<file path="config.mk">
export PLATFORM = sky130hd
export DESIGN_NAME = mlp_stream_io
export DESIGN_NICKNAME = d
export VERILOG_FILES = /design/src/rtl/mlp_stream_io.sv
export SDC_FILE = /design/constraint.sdc
export NUM_CORES = 1
export LEC_CHECK = 0
export ABC_CLOCK_PERIOD_IN_PS = 6000
export CORE_UTILIZATION = 34
export CTS_CLUSTER_DIAMETER = 40
export CTS_CLUSTER_SIZE = 28
export DETAILED_ROUTE_END_ITERATION = 10
export PLACE_DENSITY = 0.62
export REMOVE_ABC_BUFFERS = 1
export SLEW_MARGIN = 40
export SYNTH_ARGS = -nofsm -noshare
export SYNTH_HDL_FRONTEND = slang
export SYNTH_SLANG_ARGS = --single-unit
</file>
<file path="constraint.sdc">
create_clock -name clk -period 6 [get_ports clk]
set_input_delay 1.2 -clock clk [delete_from_list [all_inputs] [get_ports clk]]
set_output_delay 1.2 -clock clk [all_outputs]
set_load 0.02 [all_outputs]
</file>
<file path="src/rtl/mlp_stream_io.sv">
// Host-side stream responder for the MLP core: loads the input buffer from
// data_in, kicks the core, then streams the output buffer back one byte per cycle.
module mlp_stream_io #(
    parameter int unsigned DATA_SIZE = 32,
    parameter int unsigned AW        = 5
) (
    input  logic                 clk,
    input  logic                 rst,
    input  logic                 mode,
    input  logic                 ready,
    input  logic [DATA_SIZE-1:0] data_in,
    output logic [DATA_SIZE-1:0] ofmap,
    output logic                 valid,
    output logic                 done,
    output logic                 ibuf_we,
    output logic [AW-1:0]        ibuf_addr,
    output logic [DATA_SIZE-1:0] ibuf_wdata,
    output logic                 core_start,
    output logic                 core_mode,
    input  logic                 core_done,
    output logic                 obuf_re,
    output logic [AW-1:0]        obuf_addr,
    input  logic [DATA_SIZE-1:0] obuf_rdata
);

    localparam int unsigned BCW = 8;

    typedef enum logic [1:0] {IDLE, LOAD, RUN, DRAIN} state_t;

    state_t                 state;
    logic [AW-1:0]          widx;
    logic [BCW-1:0]         bcnt;
    logic                   start_pend;
    logic                   rd_q;
    logic [DATA_SIZE-1:0]   sh;
    logic [DATA_SIZE-1:0]   nxt;

    logic [AW-1:0]          last_word;
    logic [BCW-1:0]         total_bytes;
    logic [1:0]             lane;
    logic [AW-1:0]          word;
    logic [DATA_SIZE-1:0]   src;
    logic [7:0]             sh_byte;

    assign last_word   = core_mode ? AW'(31) : AW'(15);
    assign total_bytes = core_mode ? BCW'(128) : BCW'(64);
    assign lane        = bcnt[1:0];
    assign word        = bcnt[6:2];
    // A freshly returned word is used directly; otherwise the prefetched copy.
    assign src         = rd_q ? obuf_rdata : nxt;
    assign sh_byte     = sh[{lane, 3'b000} +: 8];

    always_ff @(posedge clk or posedge rst) begin
        if (rst) begin
            state      <= IDLE;
            widx       <= '0;
            bcnt       <= '0;
            start_pend <= 1'b0;
            rd_q       <= 1'b0;
            sh         <= '0;
            nxt        <= '0;
            ofmap      <= '0;
            valid      <= 1'b0;
            done       <= 1'b0;
            ibuf_we    <= 1'b0;
            ibuf_addr  <= '0;
            ibuf_wdata <= '0;
            core_start <= 1'b0;
            core_mode  <= 1'b0;
            obuf_re    <= 1'b0;
            obuf_addr  <= '0;
        end else begin
            ibuf_we    <= 1'b0;
            ibuf_addr  <= '0;
            ibuf_wdata <= '0;
            core_start <= 1'b0;
            obuf_re    <= 1'b0;
            obuf_addr  <= '0;
            rd_q       <= obuf_re;
            if (rd_q) begin
                nxt <= obuf_rdata;
            end

            case (state)
                IDLE: begin
                    if (ready) begin
                        core_mode <= mode;
                        widx      <= '0;
                        state     <= LOAD;
                    end
                end
                LOAD: begin
                    ibuf_we    <= 1'b1;
                    ibuf_addr  <= widx;
                    ibuf_wdata <= data_in;
                    widx       <= widx + AW'(1);
                    if (widx == last_word) begin
                        start_pend <= 1'b1;
                        state      <= RUN;
                    end
                end
                RUN: begin
                    core_start <= start_pend;
                    start_pend <= 1'b0;
                    if (!start_pend && core_done) begin
                        obuf_re   <= 1'b1;
                        obuf_addr <= '0;
                        done      <= 1'b1;
                        bcnt      <= '0;
                        state     <= DRAIN;
                    end
                end
                DRAIN: begin
                    if (bcnt == total_bytes) begin
                        valid     <= 1'b0;
                        done      <= 1'b0;
                        ofmap     <= '0;
                        core_mode <= 1'b0;
                        state     <= IDLE;
                    end else if (bcnt != '0 || rd_q) begin
                        valid <= 1'b1;
                        bcnt  <= bcnt + BCW'(1);
                        if (lane == 2'd0) begin
                            sh    <= src;
                            ofmap <= DATA_SIZE'(src[7:0]);
                        end else begin
                            ofmap <= DATA_SIZE'(sh_byte);
                        end
                        // Prefetch the next word while byte 1 of the current one is shown.
                        if (lane == 2'd1 && word != last_word) begin
                            obuf_re   <= 1'b1;
                            obuf_addr <= word + AW'(1);
                        end
                    end
                end
                default: state <= IDLE;
            endcase
        end
    end

endmodule

</file>
==> results of run 1 <==
==> worst max-delay path, cell delays in order, from the launching register on <==
cell,delay [ns]
dfrtp_1,0.71
inv_1,0.17
ha_1,0.45
and4bb_2,0.39
a31oi_4,0.26
and2_4,0.57
mux2_2,0.40
==> area by class of cell <==
cell class | count | area, µm² | area share, %
well taps | 225 | 282 | 3.55
clock inverters | 12 | 173 | 2.18
multi-input cells | 271 | 2290 | 28.8
inverters | 10 | 45.0 | 0.568
clock buffers | 20 | 457 | 5.75
repair buffers | 127 | 1260 | 15.9
flip-flops and latches | 137 | 3430 | 43.2
==> cell families after synthesis <==
kind of cell	Yosys count	share of synthesized area, %
other	1	0.0622
XOR/XNOR	5	0.727
multiplexers	90	19.8
adder cells (fa/ha/maj)	10	2.08
AO/OA/AOI/OAI	47	5.23
flip-flops	137	56.9
buffers and inverters	57	6.56
AND/OR/NAND/NOR	95	8.62
==> per-stage QoR <==
stage | cells | area, µm²
floorplan | 418 | 5750
global placement | 770 | 7300
detailed placement | 770 | 7300
CTS | 802 | 7930
global route | 802 | 7940
finish | 802 | 7940
==> sequential cells by signal, summed over array words and instances, names as in the netlist, 2 cells and up <==
register and cells:
ibuf_wdata 32, nxt 32, bcnt 8, ofmap 8, ibuf_addr 5, obuf_addr 5
sh 32, widx 5, state 2
==> how the worst max path moves through the flow <==
stage             from      end  slack, ns
2_1_floorplan      rst  bcnt[0]       1.13
3_3_place_gp   bcnt[0]    sh[1]       2.96
3_5_place_dp   bcnt[0]    sh[2]       2.88
4_1_cts        bcnt[0]    sh[2]       2.86
5_1_grt        bcnt[0]    sh[2]       2.69
6_report       bcnt[0]    sh[2]       2.92
==> power breakdown <==
group / internal, W / switching [W]
sequential: 0.00129 / 0.000190
clock: 0.000715 / 0.000385
combinational: 0.000840 / 0.000728
==> cell usage in the layout, fill, tap and decap left out, types with 6 or more instances in the layout <==
cell,netlist,final
ha_1,10,10
nand2_1,26,26
dfrtp_1,137,137
mux2_4,30,30
inv_1,10,9
o21ai_0,17,17
and2_1,39,39
mux2_2,34,34
clkdlybuf4s50_1,0,124
nand3_1,6,6
mux2i_1,17,17
a21oi_1,9,9
nor2_1,8,8
mux4_2,8,8
clkbuf_16,0,17
conb_1,1,24
==> routing by layer <==
metal / vias up / track usage [%]
li1: 1721 / -
met2: 109 / 22.1
met5: - / 0
met1: 1788 / 17.1
met3: 15 / 6.64
met4: 0 / 5.68
==> metrics.txt, run 1 <==
synthesized area 6030 µm²; Top Layer Used met4; vias in the first global route just under 4,000; sequential area share after synthesis 56.9%; clk_skew ~0.0076 ns; asr flop ratio synth 100%; Buffers on Ports 124; Hold Fails Final Rpt 0; largest net degree at the start of global routing 97; number of synthesized flops with an enable pin 0; most instantiated library cell after synthesis dfrtp_1; setup TNS 0 ns; Reg-to-Reg Start bcnt[0]; TritonCTS clock tree done; synthesized flop and latch total about 140; CTS root buf clkbuf_16; post-route ant nets 0; Primary FF master, synth dfrtp_1; DRC 0; initial antenna violation count 1; Commonest cells post-synth 137 x dfrtp_1, 39 x and2_1, 34 x mux2_2, 30 x mux2_4, 28 x buf_4; Final nets approximately 640; Core Util, Final 45.9%; Post-Syn Area per Cell around 14 µm²; Area Growth Syn to Fin 31.7%; Filler Cells Inserted 1,567; Post-CTS Hold Fix Bufs 0; Num CTS Buffers 17; DP HPWL approximately 8100 µm; antenna cells 0; synth top area cells dfrtp_1 57%, mux2_4 7.5%, mux2_2 6.4%; LEAKAGE roughly 3.5 nW; GPL Wtd Cong about 0.81; Resize count post-CTS 0; Worst EP arrival 3.38 ns; CP Class reg -> reg; Fmax about 320 MHz; RSZ-0062 raised after global routing no; wire length on met1 5160 µm; period utilization roughly half; Critical R2R Capture sh[2]; relative slew slack 56.4%; Skew-Pair Late Insertion Delay 0.42 ns; Die ar. 18,300 µm²; Worst Max-Slew Pin Slew ~0.65 ns; DP Worst Slack roughly 2.9 ns; CP max FO 32; Cells on Worst Hold Path 0; MaxCap Viol Count 0; Core Region 17,300 µm²; Sink Count ~140; initial DRC count ~170; first-pass GRT wire length 19,800 µm; worst setup margin 2.92 ns; drt via density about 4.5; via count 3,633; routed wire length per instance around 15 µm; Worst-path clk slew 0.06 ns; power per cell area 522 nW/µm²; Min-Delay Startpoint obuf_re; largest area contributor in the netlist dfrtp_1; flop2flop setup slack 2.92 ns; share of cells above drive strength 1 19.8%; grt total ovfl 0; setup violators final 0; Post-CTS Setup Bufs 0; IO Pins roughly 150; die width roughly 140 µm; WL met2 between 5000 and 6000 µm; Total GRT Usage 14.3%; required time worst endpoint 6.30 ns; Detailed Route WL 12,000 µm; Starting Density 34.8%; Clock Tree Buf Depth 2; Unique masters post-synth 44; CP endpoint kind register; Final Power 0.00414 W; Core Rows 48; Worst VDD drop 0.282 mV; H-tree Lvls 4; hold slack 0.387 ns; Post-Syn Instances 442; Worst Hold Path EP rd_q; worst reg2reg path depth 6; Slew Viols, Final 0; Die Span Y 135 µm; 1st-pass router iterations 4; fin crit period roughly 3 ns; worst hold path class reg -> reg; DR WL met3 1020 µm; Synth top area share 56.9%; outcome finished, final reports clean; Yosys warnings 0; crit path launch type register
Power figures use the tool's default switching activity.
==> run 2: changes to the inputs <==
Settings changed: ABC_CLOCK_PERIOD_IN_PS 6000 to 2800, PLACE_DENSITY 0.62 to 0.64.
Clock period 6 ns to 2.8 ns, I/O delays scaled along.
==> run 2 against run 1 <==
Compared with the run above: final area rose by 0.44%; utilization is 0.20 points higher; clock skew barely moved; hold slack improved by 0.0064 ns; critical endpoint unchanged; worst setup slack got worse by 2.5 ns; critical path depth is the same.
==> metrics.txt, run 2 (same netlist as run 1, synthesis figures left out) <==
outcome finished, final reports clean (unchanged); Core Rows 48 (unchanged); Buffers on Ports 124 (unchanged); Core Region 17,300 µm² (unchanged); hold slack 0.394 ns (was 0.387 ns); post-route ant nets 0 (unchanged); power per cell area 1100 nW/µm² (was 522 nW/µm²); Top Registers ibuf_wdata x32, nxt x32, sh x32 (unchanged); placed cell area 7370 µm² (was 7300 µm²); worst hold path class reg -> reg (unchanged); H-tree Lvls 4 (unchanged); first-pass GRT wire length 20,100 µm (was 19,800 µm); LEAKAGE 3.52 nW (was 3.50 nW); post-route cell area 7970 µm² (was 7940 µm²); initial DRC count 176 (was 166); Hold Fails Final Rpt 0 (unchanged); via count 3,752 (was 3,633); Final nets 649 (was 643); required time worst endpoint 3.10 ns (was 6.30 ns); antenna cells 0 (unchanged); Die ar. 18,300 µm² (unchanged); commonest non-fill, non-tap cell in the layout dfrtp_1 (unchanged); Fmax 420 MHz (was 325 MHz); Total GRT Usage 14.6% (was 14.3%); CP max FO 32 (unchanged); routed wire length per instance 15.1 µm (was 14.9 µm); grt total ovfl 0 (unchanged); setup violators final 0 (unchanged); worst reg2reg path depth 6 (unchanged); Post-CTS Setup Bufs 0 (unchanged); period utilization 85.0% (was 51.3%); Cells on Worst Hold Path 0 (unchanged); 1st-pass router iterations 4 (unchanged); DP HPWL 8330 µm (was 8130 µm); Worst VDD drop 0.468 mV (was 0.282 mV); initial antenna violation count 2 (was 1); Sink Count 137 (unchanged); Starting Density 34.8% (unchanged); IO Pins 149 (unchanged); Clock Tree Buf Depth 2 (unchanged); Skew-Pair Late Insertion Delay 0.42 ns (about the same); Final Power 0.00880 W (was 0.00414 W); vias in the first global route 4,008 (was 3,928); commonest cells after routing, fill and taps aside 137 x dfrtp_1, 124 x clkdlybuf4s50_1, 39 x and2_1 (unchanged); relative slew slack 59.4% (was 56.4%); Die Span Y 135 µm (unchanged); drt via density 4.64 (was 4.53); CP endpoint kind register (unchanged); share of cells above drive strength 1 20.6% (was 19.8%); TritonCTS clock tree done (unchanged); Slew Viols, Final 0 (unchanged); fin crit period 2.38 ns (was 3.08 ns); MaxCap Viol Count 0 (unchanged); crit path launch type register (unchanged); Filler Cells Inserted 1,557 (was 1,567); CTS root buf clkbuf_16 (unchanged); largest net degree at the start of global routing 52 (was 97); clk_skew 0.00771 ns (was 0.00755 ns); RSZ-0062 raised after global routing no (unchanged); Resize count post-CTS 0 (unchanged); CP Class reg -> reg (unchanged); Worst EP arrival 2.68 ns (was 3.38 ns); Area Growth Syn to Fin 32.3% (was 31.7%); DRC 0 (unchanged); Detailed Route WL 12,200 µm (was 12,000 µm); Worst Max-Slew Pin Slew 0.609 ns (was 0.655 ns); Post-CTS Hold Fix Bufs 0 (unchanged); Num CTS Buffers 17 (unchanged); GPL Wtd Cong 0.846 (was 0.809); Worst-path clk slew 0.06 ns (about the same); die width 135 µm (unchanged)
==> run 2: per-stage QoR <==
step	worst slack [ns]	std cells	util [%]	setup TNS [ns]
after floorplan	-1.43	418	-	-195.61
final	0.421	808	46.1	0
after global routing	0.339	808	46.1	0
after global placement	0.520	776	42.6	0
after CTS	0.416	808	46.1	0
after detailed placement	0.429	776	42.6	0
==> run 2: metal layers <==
layer  share of wire, %  GRT usage, %  vias to the layer above  routed length (µm)
met5               0.11             0                        -                  13
met4                1.7          6.24                        2                 205
met3                7.2          5.18                       16                 880
met2                 47          23.2                      123                5780
met1                 44          17.8                     1875                5340
li1                   -             -                     1736                   -
==> run 2: worst paths after layout <==
check / slack [ns] / endpoint / startpoint
min reg2reg: 0.39 / rd_q / obuf_re
max reg2reg: 0.42 / sh[2] / bcnt[2]
max in group asynchronous: 1.66 / ibuf_wdata[10] / rst
min in group asynchronous: 0.55 / ibuf_wdata[28] / rst
max: 0.42 / sh[2] / bcnt[2]
min: 0.39 / rd_q / obuf_re
==> run 2: layout make-up <==
| class | instances | area (µm²) | area share, % |
|---|---|---|---|
| Sequential cell | 137 | 3430 | 43.0 |
| Multi-Input combinational cell | 271 | 2290 | 28.7 |
| Timing Repair Buffer | 133 | 1330 | 16.7 |
| Clock buffer | 20 | 457 | 5.73 |
| Tap cell | 225 | 282 | 3.53 |
| Clock inverter | 12 | 140 | 1.76 |
| Inverter | 10 | 42.5 | 0.534 |
==> run 2: worst max-delay path: stages (launching register included) <==
cell and delay, ns:
dfrtp_1 0.46, inv_1 0.08, ha_1 0.20, and4bb_2 0.27
a31oi_4 0.27, and2_4 0.58, mux2_2 0.40
==> run 2: power by group <==
group	leakage, nW	internal [W]	switching (W)	total (W)
registers	1.73	0.00275	0.000351	0.00311
logic	1.51	0.00184	0.00162	0.00345
clock network	0.284	0.00137	0.000870	0.00224
total	3.52	0.00596	0.00284	0.00880
==> run 3: changes to the inputs <==
Settings changed: ABC_CLOCK_PERIOD_IN_PS 2800 to 2400, PLACE_DENSITY 0.64 to 0.62.
Clock period 2.8 ns to 2.4 ns, I/O delays scaled along.
==> run 3 against run 2 <==
Compared with the run above: total power grew 16%; combinational power increased by 19%; utilization up 0.080 points; highest routed layer is now met4; maximum frequency is 8.4% higher; register-to-register slack worse by 0.22 ns; worst setup slack lost 0.22 ns; sequential power rose by 16%; global-route usage barely moved.
==> metrics.txt, run 3 (same netlist as run 1, synthesis figures left out) <==
outcome finished, final reports clean (unchanged); routed wire length per instance 15.1 µm (about the same); Worst Hold Path EP rd_q (unchanged); grt total ovfl 0 (unchanged); drt via density 4.55 (was 4.64); CP endpoint kind register (unchanged); Worst-path clk slew 0.06 ns (about the same); Total GRT Usage 14.5% (was 14.6%); Resize count post-CTS 0 (unchanged); Fmax 455 MHz (was 420 MHz); Filler Cells Inserted 1,564 (was 1,557); Post-CTS Hold Fix Bufs 0 (unchanged); initial antenna violation count 0 (was 2); Hold Fails Final Rpt 0 (unchanged); Sink Count 137 (unchanged); via count 3,694 (was 3,752); DP HPWL 8450 µm (was 8330 µm); Worst VDD drop 0.580 mV (was 0.468 mV); Cells on Worst Hold Path 0 (unchanged); LEAKAGE 3.54 nW (was 3.52 nW); commonest non-fill, non-tap cell in the layout dfrtp_1 (unchanged); TritonCTS clock tree done (unchanged); crit-path cells inv_1 -> ha_1 -> and4bb_2 -> a31oi_4 -> and2_4 -> buf_4 -> mux2_2 (was inv_1 -> ha_1 -> and4bb_2 -> a31oi_4 -> and2_4 -> mux2_2); clock share of power 24.4% (was 25.5%); DRC 0 (unchanged); Switch Pwr 0.00328 W (was 0.00284 W); antenna cells 0 (unchanged); Worst path max stage delay 0.47 ns (was 0.58 ns); Worst EP arrival 2.49 ns (was 2.68 ns); Final Power 0.0102 W (was 0.00880 W); Die ar. 18,300 µm² (unchanged); crit path launch type register (unchanged); Reg-to-Reg Start bcnt[2] (unchanged); post-route ant nets 0 (unchanged); Critical R2R Capture sh[2] (unchanged); period utilization 91.5% (was 85.0%); Area Growth Syn to Fin 32.5% (was 32.3%); largest net degree at the start of global routing 49 (was 52); H-tree Lvls 4 (unchanged); MaxCap Viol Count 0 (unchanged); flop2flop setup slack 0.20 ns (was 0.42 ns); Detailed Route WL 12,300 µm (was 12,200 µm); first-pass GRT wire length 20,100 µm (about the same); Core Rows 48 (unchanged); Storage cell area 3430 µm² (unchanged); area of the multi-input gates 2290 µm² (unchanged); Buffers on Ports 124 (unchanged); commonest cells after routing, fill and taps aside 137 x dfrtp_1, 124 x clkdlybuf4s50_1, 39 x and2_1 (unchanged); IO Pins 149 (unchanged); switching fraction of total power 32.1% (was 32.3%); Die Span Y 135 µm (unchanged); Slew Viols, Final 0 (unchanged); crit path from bcnt[2] (unchanged); Starting Density 34.8% (unchanged); CP Class reg -> reg (unchanged); die width 135 µm (unchanged); required time worst endpoint 2.69 ns (was 3.10 ns); Post-CTS Setup Bufs 0 (unchanged); fin crit period 2.20 ns (was 2.38 ns); share of cells above drive strength 1 21.0% (was 20.6%); Final nets 654 (was 649); clk_skew 0.00765 ns (was 0.00771 ns); Critical-path top delay cell dfrtp_1 (was and2_4); 1st-pass router iterations 6 (was 4); placed cell area 7420 µm² (was 7370 µm²); P_int 0.00692 W (was 0.00596 W); power per cell area 1280 nW/µm² (was 1100 nW/µm²); CP max FO 12 (was 32); Skew-Pair Late Insertion Delay 0.41 ns (was 0.42 ns); vias in the first global route 3,913 (was 4,008); Combinational Power Share 40.1% (was 39.2%); RSZ-0062 raised after global routing no (unchanged); setup TNS 0 ns (unchanged); CTS root buf clkbuf_16 (unchanged); post-route cell area 7990 µm² (was 7970 µm²); GPL Wtd Cong 0.821 (was 0.846); Min-Delay Startpoint obuf_re (unchanged); Worst Max-Slew Pin Slew 0.597 ns (was 0.609 ns); setup violators final 0 (unchanged); worst reg2reg path depth 7 (was 6); relative slew slack 59.7% (was 59.4%); Top Registers ibuf_wdata x32, nxt x32, sh x32 (unchanged); Num CTS Buffers 17 (unchanged); worst hold path class reg -> reg (unchanged); initial DRC count 164 (was 176); Sequential Power Share 35.5% (was 35.3%); Clock Tree Buf Depth 2 (unchanged); Core Region 17,300 µm² (unchanged)
run 3: area by class of cell:
| type | instances | share of cell area, % |
|---|---|---|
| inverter | 10 | 0.533 |
| clock buffer | 19 | 5.42 |
| timing repair buffer | 138 | 17.3 |
| multi-input combinational | 271 | 28.7 |
| tap | 225 | 3.53 |
| clock inverter | 12 | 1.60 |
| sequential | 137 | 42.9 |
run 3: how the worst max path moves through the flow:
stage                     endpoint  depth (start not counted)  slack (ns)
after floorplan            bcnt[0]                          1       -1.75
final                        sh[2]                          7        0.20
after CTS                    sh[2]                          7        0.21
after detailed placement     sh[2]                          7        0.23
after global placement       sh[1]                          7        0.31
after global routing         sh[1]                          7         0.1
run 3: worst max-delay path, delay by kind of cell (launching register included):
| kind | cells | cell delay [ns] |
|---|---|---|
| compound gates | 1 | 0.26 |
| fa+ha+maj | 1 | 0.19 |
| buf+inv | 2 | 0.32 |
| flops | 1 | 0.47 |
| mux | 1 | 0.36 |
| simple gates | 2 | 0.47 |
run 3: per-layer routing:
metal	global-route usage, %	up-vias	share of wire (%)
li1	-	1734	-
met1	18.2	1829	44
met2	22.2	119	47
met3	6.01	12	8.3
met4	5.93	0	1.4
met5	0	-	0
run 3: power by group through the flow:
stage | Sequential, W | Clock (W) | Combinational, W
detailed placement | 0.00366 | 0 | 0.00413
floorplan | 0.00398 | 0 | 0.00239
CTS | 0.00363 | 0.00255 | 0.00415
finish | 0.00362 | 0.00249 | 0.00409
global route | 0.00374 | 0.00265 | 0.00445
global placement | 0.00362 | 0 | 0.00403
run 3: metrics by stage:
step                hold WS [ns]  utilization [%]  instances  setup slack (ns)
floorplan                  0.472                -        418             -1.75
global placement           0.380             42.9        781             0.308
detailed placement         0.381             42.9        781             0.225
CTS                        0.394             46.2        812             0.208
global route               0.406             46.2        812            0.0979
finish                     0.387             46.2        812             0.205
